## config.mk

```make
export PLATFORM = sky130hd
export DESIGN_NAME = seg7_scan_driver_flat
export DESIGN_NICKNAME = d
export VERILOG_FILES = /design/src/rtl/seg7_scan_driver_if.sv /design/src/rtl/seg7_scan_driver.sv /design/src/flat_wrapper.sv
export SDC_FILE = /design/constraint.sdc
export NUM_CORES = 1
export LEC_CHECK = 0
export BUFFER_PORTS_ARGS = -buffer_cell sky130_fd_sc_hd__buf_2
export CAP_MARGIN = 20
export CORE_ASPECT_RATIO = 1.25
export CORE_MARGIN = 8
export CORE_UTILIZATION = 35
export DETAILED_ROUTE_END_ITERATION = 8
export PLACE_DENSITY_LB_ADDON = 0.08
export SETUP_SLACK_MARGIN = 0.3
export SYNTH_ARGS = -nofsm -noshare
export SYNTH_HDL_FRONTEND = slang
export SYNTH_SLANG_ARGS = --single-unit
```

## constraint.sdc

```tcl
create_clock -name CLK -period 3.8 [get_ports CLK]
set_input_delay 0.38 -clock CLK [delete_from_list [all_inputs] [get_ports CLK]]
set_output_delay 0.38 -clock CLK [all_outputs]
set_load 0.1 [all_outputs]
```

## src/rtl/seg7_scan_driver_if.sv

```systemverilog
// Display-side bus of the seven-segment scan driver: value/enable/decimal-point
// load strobe in, multiplexed anode/segment drive and frame pulse out.
interface seg7_scan_driver_if;
  logic [15:0] VALUE;
  logic [3:0]  DIGIT_EN;
  logic [3:0]  DP;
  logic        LOAD;
  logic [3:0]  AN;
  logic [6:0]  SEG;
  logic        DP_N;
  logic        FRAME_TICK;

  modport master (
    output VALUE, DIGIT_EN, DP, LOAD,
    input  AN, SEG, DP_N, FRAME_TICK
  );

  modport slave (
    input  VALUE, DIGIT_EN, DP, LOAD,
    output AN, SEG, DP_N, FRAME_TICK
  );
endinterface

```

## src/rtl/seg7_scan_driver.sv

```systemverilog
// Time-multiplexed 4-digit common-anode hex display driver with per-digit
// blanking before each lit slot and a once-per-frame double-buffered update.
module seg7_scan_driver #(
  parameter int frequency    = 100_000_000,
  parameter int refresh_rate = 1000,
  parameter int BLANK_CYCLES = 100
) (
  input  logic              CLK,
  input  logic              RESET,
  seg7_scan_driver_if.slave bus
);
  localparam int DIGIT_CYCLES = frequency / (refresh_rate * 4);
  localparam int CW = $clog2(DIGIT_CYCLES);
  localparam logic [CW-1:0] BLANK_LAST = CW'(BLANK_CYCLES - 1);
  localparam logic [CW-1:0] DIGIT_LAST = CW'(DIGIT_CYCLES - 1);

  generate
    if (!(DIGIT_CYCLES > BLANK_CYCLES && BLANK_CYCLES >= 1)) begin : g_param_check
      $error("seg7_scan_driver: need DIGIT_CYCLES > BLANK_CYCLES >= 1");
    end
  endgenerate

  typedef enum logic {ST_BLANK, ST_SHOW} state_t;

  function automatic logic [6:0] hex_to_seg(input logic [3:0] n);
    logic [6:0] s;
    case (n)
      4'h0: s = 7'h40;  4'h1: s = 7'h79;  4'h2: s = 7'h24;  4'h3: s = 7'h30;
      4'h4: s = 7'h19;  4'h5: s = 7'h12;  4'h6: s = 7'h02;  4'h7: s = 7'h78;
      4'h8: s = 7'h00;  4'h9: s = 7'h10;  4'hA: s = 7'h08;  4'hB: s = 7'h03;
      4'hC: s = 7'h46;  4'hD: s = 7'h21;  4'hE: s = 7'h06;  default: s = 7'h0E;
    endcase
    return s;
  endfunction

  state_t          r_state;
  logic [CW-1:0]   r_cnt;
  logic [1:0]      r_idx;
  logic [23:0]     r_shadow;  // {VALUE, DIGIT_EN, DP}
  logic [23:0]     r_disp;
  logic [3:0]      r_an;
  logic [6:0]      r_seg;
  logic            r_dp_n;
  logic            r_frame_tick;

  state_t          w_state_next;
  logic [CW-1:0]   w_cnt_next;
  logic [1:0]      w_idx_next;
  logic [23:0]     w_shadow_next;
  logic [23:0]     w_disp_next;
  logic [3:0]      w_an_next;
  logic [6:0]      w_seg_next;
  logic            w_dp_n_next;
  logic            w_tick_next;
  logic [3:0]      w_nib [4];
  logic [3:0]      w_en;
  logic [3:0]      w_dp;

  genvar gi;
  generate
    for (gi = 0; gi < 4; gi++) begin : g_nib
      assign w_nib[gi] = w_disp_next[8 + 4*gi +: 4];
    end
  endgenerate

  assign w_en = w_disp_next[7:4];
  assign w_dp = w_disp_next[3:0];

  always_comb begin
    w_state_next  = r_state;
    w_cnt_next    = r_cnt + CW'(1);
    w_idx_next    = r_idx;
    w_disp_next   = r_disp;
    w_tick_next   = 1'b0;
    w_shadow_next = bus.LOAD ? {bus.VALUE, bus.DIGIT_EN, bus.DP} : r_shadow;
    case (r_state)
      ST_BLANK: begin
        if (r_cnt == BLANK_LAST) begin
          w_state_next = ST_SHOW;
          // Frame-boundary swap uses the shadow as it stood before this edge.
          if (r_idx == 2'd0) w_disp_next = r_shadow;
        end
      end
      ST_SHOW: begin
        if (r_cnt == DIGIT_LAST) begin
          w_cnt_next   = '0;
          w_idx_next   = r_idx + 2'd1;
          w_state_next = ST_BLANK;
          w_tick_next  = (r_idx == 2'd3);
        end
      end
    endcase
  end

  // Outputs are decoded from next-state so they switch on the transition edge.
  always_comb begin
    w_an_next   = 4'hF;
    w_seg_next  = 7'h7F;
    w_dp_n_next = 1'b1;
    if (w_state_next == ST_SHOW && w_en[w_idx_next]) begin
      w_an_next   = ~(4'b0001 << w_idx_next);
      w_seg_next  = hex_to_seg(w_nib[w_idx_next]);
      w_dp_n_next = ~w_dp[w_idx_next];
    end
  end

  always_ff @(posedge CLK) begin
    if (RESET) begin
      r_state      <= ST_BLANK;
      r_cnt        <= '0;
      r_idx        <= 2'd0;
      r_shadow     <= '0;
      r_disp       <= '0;
      r_an         <= 4'hF;
      r_seg        <= 7'h7F;
      r_dp_n       <= 1'b1;
      r_frame_tick <= 1'b0;
    end else begin
      r_state      <= w_state_next;
      r_cnt        <= w_cnt_next;
      r_idx        <= w_idx_next;
      r_shadow     <= w_shadow_next;
      r_disp       <= w_disp_next;
      r_an         <= w_an_next;
      r_seg        <= w_seg_next;
      r_dp_n       <= w_dp_n_next;
      r_frame_tick <= w_tick_next;
    end
  end

  assign bus.AN         = r_an;
  assign bus.SEG        = r_seg;
  assign bus.DP_N       = r_dp_n;
  assign bus.FRAME_TICK = r_frame_tick;
endmodule

```

## src/flat_wrapper.sv

```systemverilog
// flat-port wrapper written by rule: the top's interface ports become plain ports
module seg7_scan_driver_flat 
#(
  parameter int frequency    = 100_000_000,
  parameter int refresh_rate = 1000,
  parameter int BLANK_CYCLES = 100
)
  (CLK, RESET, bus_VALUE, bus_DIGIT_EN, bus_DP, bus_LOAD, bus_AN, bus_SEG, bus_DP_N, bus_FRAME_TICK);
  seg7_scan_driver_if bus_i ();
  input  logic CLK;
  input  logic RESET;
  input wire logic [$bits(bus_i.VALUE)-1:0] bus_VALUE;
  input wire logic [$bits(bus_i.DIGIT_EN)-1:0] bus_DIGIT_EN;
  input wire logic [$bits(bus_i.DP)-1:0] bus_DP;
  input wire logic [$bits(bus_i.LOAD)-1:0] bus_LOAD;
  output wire logic [$bits(bus_i.AN)-1:0] bus_AN;
  output wire logic [$bits(bus_i.SEG)-1:0] bus_SEG;
  output wire logic [$bits(bus_i.DP_N)-1:0] bus_DP_N;
  output wire logic [$bits(bus_i.FRAME_TICK)-1:0] bus_FRAME_TICK;
  assign bus_i.VALUE = bus_VALUE;
  assign bus_i.DIGIT_EN = bus_DIGIT_EN;
  assign bus_i.DP = bus_DP;
  assign bus_i.LOAD = bus_LOAD;
  assign bus_AN = bus_i.AN;
  assign bus_SEG = bus_i.SEG;
  assign bus_DP_N = bus_i.DP_N;
  assign bus_FRAME_TICK = bus_i.FRAME_TICK;
  seg7_scan_driver #(.frequency(frequency), .refresh_rate(refresh_rate), .BLANK_CYCLES(BLANK_CYCLES)) u_core (.CLK(CLK), .RESET(RESET), .bus(bus_i));
endmodule
```

==> metrics.cfg, run 1 <==
[worst_setup_path]
crit_start=u_core.r_cnt[6]$_SDFF_PP0_
reg2reg_slack_ps=650
worstPathArrival_ps=3340
r2r_end=u_core.bus.SEG[5]$_SDFF_PP1_
worstPathRequired_ps=3990
reg2reg_depth=8
path_max_fanout=11
reg2reg_from=u_core.r_cnt[6]$_SDFF_PP0_
end_kind=flop
cp-start-kind=flop
crit_type=flop to flop

[drt]
wl_um=8500
vias_per_cell=4.97
drt-wirelength-per-cell_um=14.6
drtAntennaViolNets=0
drcViolationCount=0
drt_pass1_iterations=4
vias=2894
drtIter0Drc=159

[final_layout]
syn_to_final_growth_pct=18.6
final_area_sq_um=4330
drive_gt1_frac=0.179
nets=484
diodes=0

[floorplan]
fp.dieArea_sq_um=14000
initial_core_util=0.360
num_rows=41
die-width_um=107
ioPinCount=40
core-area_sq_um=10200
die_h_um=130

[global_routing]
grt_max_degree=52
grtUsageMet2=0.204
track_usage=0.130
grtUsageMet1=0.163
grt-busiest-layer=met2
grt_pass1_wl_um=14500
use_met3=0.0365
grt_pass1_vias=2956
grt-ovfl-total=0
antenna_found_initial=0

[timing]
tightest_slew_ps=743
worst_clock_skew_ps=5.65
timing.final.crit_share=0.828
fin_tns_setup_ps=0
slew_headroom=0.505
period_minus_slack_ps=3150
setup_viol=0
rsz0062_at_grt=false
hold_viol=0
fmax_mhz=318
slew_violations=0
whs_ps=274

[synth]
synth_seq_cells=79
ys_seq_area_frac=0.433
synthArstFlopShare=0
ys.warnings.count=0
synth_nets=446
synth_edf_count=0
synthMostInstantiatedCell=dfxtp_1
synth_area_leader_cell=dfxtp_1
netlist_top_cells_area=dfxtp_1, mux2i_1, nand2_1
synth_top_area_frac=0.433
yosysUniqueCellTypes=47
avgSynthCellArea_sq_um=8.91
netlist_area_sq_um=3650
synth_common_cells=dfxtp_1, nand2_1, nor2_1
postSynthCellCount=410
synth_flop_cell=dfxtp_1

[clock_network]
clk_pin_slew_ps=60
postCtsHoldBufs=0
cts_tree=done
htree_levels=3
clock_latency_ps=340
cts.sinks=79
tritoncts.num_buffers=9
clockBufferDepth=2
cts-root-buf=clkbuf_16

[worst_hold_path]
whs_endpoint=u_core.r_shadow[16]$_SDFFE_PP0P_
hold_start=bus_VALUE[8]
whs_path_depth=3
hp-class=input port to flop

[placement]
io_buffer_count=39
place_area_sq_um=4010
post-dp-hpwl_um=6140
place_congestion=0.816

[power]
vdd_drop_max_v=0.000217
leakage_nw=1.68
power_density_nw_per_um2=417

[job]
cap_violations=0

[run_status]
status=finished clean

-- logic make-up (layout without fill, tap and decap cells) --
group           after synthesis  in the layout  synth area share
simple gates                171            171             0.218
flops                        79             79             0.433
compound gates               55             55            0.0955
mux                          51             51             0.154
buf+inv                      31             74            0.0325
xor+xnor                     14             14            0.0356
fa+ha+maj                     9              9            0.0308
-- cell type report --
class / count / area, sq um
fill: 1054 / 5830
timing repair buffer: 50 / 278
clock buffer: 9 / 225
inverter: 8 / 30.0
tap: 129 / 161
clock inverter: 7 / 80.1
sequential: 79 / 1580
multi-input combinational: 300 / 1970
-- critical path: stages (launching register included) --
cell	delay, ps
dfxtp_1	450
nor4b_1	410
nand4_1	230
nand3b_1	570
o41ai_4	640
inv_1	150
ha_1	270
mux2i_1	150
o221ai_1	130
-- power breakdown --
| part | leakage (nW) | internal [mW] | total, mW | switching (mW) |
|---|---|---|---|---|
| combinational | 0.891 | 0.0302 | 0.0636 | 0.0334 |
| sequential | 0.643 | 0.846 | 0.863 | 0.0170 |
| clock | 0.148 | 0.518 | 0.878 | 0.361 |
-- per-stage QoR --
| step | cells | util | setup slack [ps] | total power [mW] |
|---|---|---|---|---|
| after detailed placement | 566 | 0.395 | 403 | 0.946 |
| after global placement | 566 | 0.395 | 468 | 0.946 |
| after global routing | 582 | 0.426 | 364 | 1.88 |
| final | 582 | 0.426 | 653 | 1.81 |
| after CTS | 582 | 0.425 | 372 | 1.84 |
| after floorplan | 410 | - | 399 | 0.919 |
-- how the worst max path moves through the flow --
stage | endpoint | slack [ps] | depth (start not counted)
finish | u_core.bus.SEG[5]$_SDFF_PP1_ | 650 | 8
global route | u_core.bus.SEG[3]$_SDFF_PP1_ | 360 | 8
CTS | u_core.bus.SEG[3]$_SDFF_PP1_ | 370 | 10
detailed placement | u_core.bus.SEG[3]$_SDFF_PP1_ | 400 | 10
global placement | u_core.bus.SEG[3]$_SDFF_PP1_ | 470 | 10
floorplan | u_core.bus.SEG[1]$_SDFF_PP1_ | 400 | 12
-- registers in the layout, summed over array words and instances, names as in the netlist --
register / cells
u_core.r_disp: 24
u_core.r_shadow: 24
u_core.r_cnt: 15
u_core.bus.SEG: 7
u_core.bus.AN: 4
u_core.r_idx: 2
u_core.bus.DP_N: 1
u_core.bus.FRAME_TICK: 1
u_core.r_state: 1
-- per-layer routing --
layer / part of all wire / up-vias
li1: - / 1501
met1: 0.48 / 1325
met2: 0.46 / 56
met3: 0.046 / 12
met4: 0.016 / 0
met5: 0 / -
-- what timing repair did --
item | 4_1_cts | 5_1_grt
endpoints found under the setup margin | 0 | 6
buffers inserted | 0 | 0
gates resized for setup | 0 | 3
-- placed cells by master (no fill, tap or decap), drive strengths merged, types with 3 or more instances in the layout --
cell and instances:
dfxtp 79, nand2 67, nor2 54, buf 50
mux2i 45, a21oi 29, nand3 15, inv 11
ha 9, clkbuf 9, and3 7, xor2 7
xnor2 7, or3 5, nand4 5, o221ai 4
mux4 3, o31ai 3, a311oi 3, o21ai 3
a21boi 3, mux2 3, nor4 3
Power figures use the tool's default switching activity.
==> run 2: changes to the inputs <==
==> constraint.sdc (replaced) <==
create_clock -name CLK -period 2.95 [get_ports CLK]
set_input_delay 0.295 -clock CLK [delete_from_list [all_inputs] [get_ports CLK]]
set_output_delay 0.295 -clock CLK [all_outputs]
set_load 0.1 [all_outputs]
==> metrics.cfg, run 2 (same netlist as run 1, synthesis figures left out) <==
[placement]
place_area_sq_um=4200
io_buffer_count=39
dp_slack_ps=45.4
post-dp-hpwl_um=6320
placed_cells=577
place_congestion=0.795

[timing]
rsz0062_at_grt=true
timing.final.crit_share=0.896
slew_violations=0
slew_headroom=0.491
hold_viol=0
whs_ps=192
fmax_mhz=378
worst_clock_skew_ps=6.91
fin_ws_ps=305
fin_tns_setup_ps=0
tightest_slew_ps=763
setup_viol=0
period_minus_slack_ps=2640

[drt]
wl_um=8950
vias_per_cell=4.99
drtAntennaViolNets=0
drtIter0Drc=140
vias=3028
drt-wirelength-per-cell_um=14.7
drt_pass1_iterations=5
drcViolationCount=0

[clock_network]
clock_latency_ps=330
cts-root-buf=clkbuf_16
cts.sinks=79
postCtsHoldBufs=0
tritoncts.num_buffers=9
clk_pin_slew_ps=60
htree_levels=3
clockBufferDepth=2
cts_tree=done

[final_layout]
biggestRegsByFlops=u_core.r_disp x24, u_core.r_shadow x24, u_core.r_cnt x15
final_area_sq_um=4650
layout_commonest_cell=dfxtp_1
drive_gt1_frac=0.274
instances_no_fill=607
nets=509
syn_to_final_growth_pct=27.2
layout_common_cells=dfxtp_1, nand2_1, nor2_1, mux2i_1, buf_2
diodes=0
fill_cells=1027

[global_routing]
track_usage=0.134
grt-ovfl-total=0
antenna_found_initial=0
grt_max_degree=52
grt_pass1_wl_um=14900
grt_pass1_vias=3013

[worst_hold_path]
hp-class=input port to flop
whs_path_depth=3

[worst_setup_path]
path_max_fanout=7
worstPathRequired_ps=3150
end_kind=flop
cp-start-kind=flop
reg2reg_depth=11
worstPathArrival_ps=2850
crit_type=flop to flop

[floorplan]
die-width_um=107
num_rows=41
fp.dieArea_sq_um=14000
ioPinCount=40
core-area_sq_um=10200
initial_core_util=0.360
die_h_um=130

[power]
leakage_nw=1.80
vdd_drop_max_v=0.000251
power_density_nw_per_um2=480

[job]
cap_violations=0

[run_status]
status=finished clean

-- run 2: changes by cell type in the layout (fill, tap and decap cells not counted), moves of 3 or more --
cell	change
dfxtp_2	+6
buf_4	+21
buf_6	+4
dfxtp_1	-6
inv_1	-3
ha_1	-5
ha_4	+5
-- run 2: critical path: stages (launching register included) --
cell      delay (ps)
dfxtp_2          350
ha_4             140
and4bb_2         290
and4_4           300
mux2_4           320
and2_4           140
o41ai_4          280
buf_6            180
inv_6             50
ha_4             170
mux2i_1          150
o221ai_1         120
-- run 2: what timing repair did --
| action | in CTS | in global routing |
|---|---|---|
| resized for setup | 7 | 11 |
| pin swaps | 4 | 8 |
| setup endpoints to repair | 8 | 7 |
| buffers inserted | 10 | 4 |
-- run 2: routing by layer --
| layer | wire (um) | track usage | vias to the layer above | share of wire |
|---|---|---|---|---|
| li1 | - | - | 1544 | - |
| met3 | 464 | 0.0380 | 12 | 0.052 |
| met4 | 165 | 0.0565 | 0 | 0.018 |
| met1 | 4120 | 0.162 | 1416 | 0.46 |
| met2 | 4200 | 0.220 | 56 | 0.47 |
| met5 | 0 | 0 | - | 0 |
-- run 2: layout make-up --
type                    instances  area (sq um)  area share
multi-input cells             300          2100       0.452
flip-flops and latches         79          1590       0.342
repair buffers                 75           480       0.103
clock buffers                  11           243      0.0522
well taps                     129           161      0.0347
inverters                       8          40.0     0.00861
clock inverters                 5          33.8     0.00727
-- run 2: per-stage QoR --
step	utilization	power [mW]
6_report	0.458	2.23
5_1_grt	0.458	2.33
4_1_cts	0.451	2.27
3_5_place_dp	0.414	1.22
3_3_place_gp	0.414	1.22
2_1_floorplan	-	1.19
-- run 2: path summary, 6_finish.rpt --
kind	startpoint	to	slack, ps
setup / recovery	u_core.r_cnt[1]$_SDFF_PP0_	u_core.bus.SEG[5]$_SDFF_PP1_	310
hold / removal	bus_DP[2]	u_core.r_shadow[2]$_SDFFE_PP0P_	190
setup reg to reg	u_core.r_cnt[1]$_SDFF_PP0_	u_core.bus.SEG[5]$_SDFF_PP1_	310
hold reg to reg	u_core.r_disp[18]$_SDFF_PP0_	u_core.r_disp[18]$_SDFF_PP0_	450
-- run 2: power by group --
group / internal (mW) / total [mW] / switching, mW
logic: 0.0463 / 0.0919 / 0.0457
registers: 1.09 / 1.11 / 0.0237
clock network: 0.591 / 1.02 / 0.434
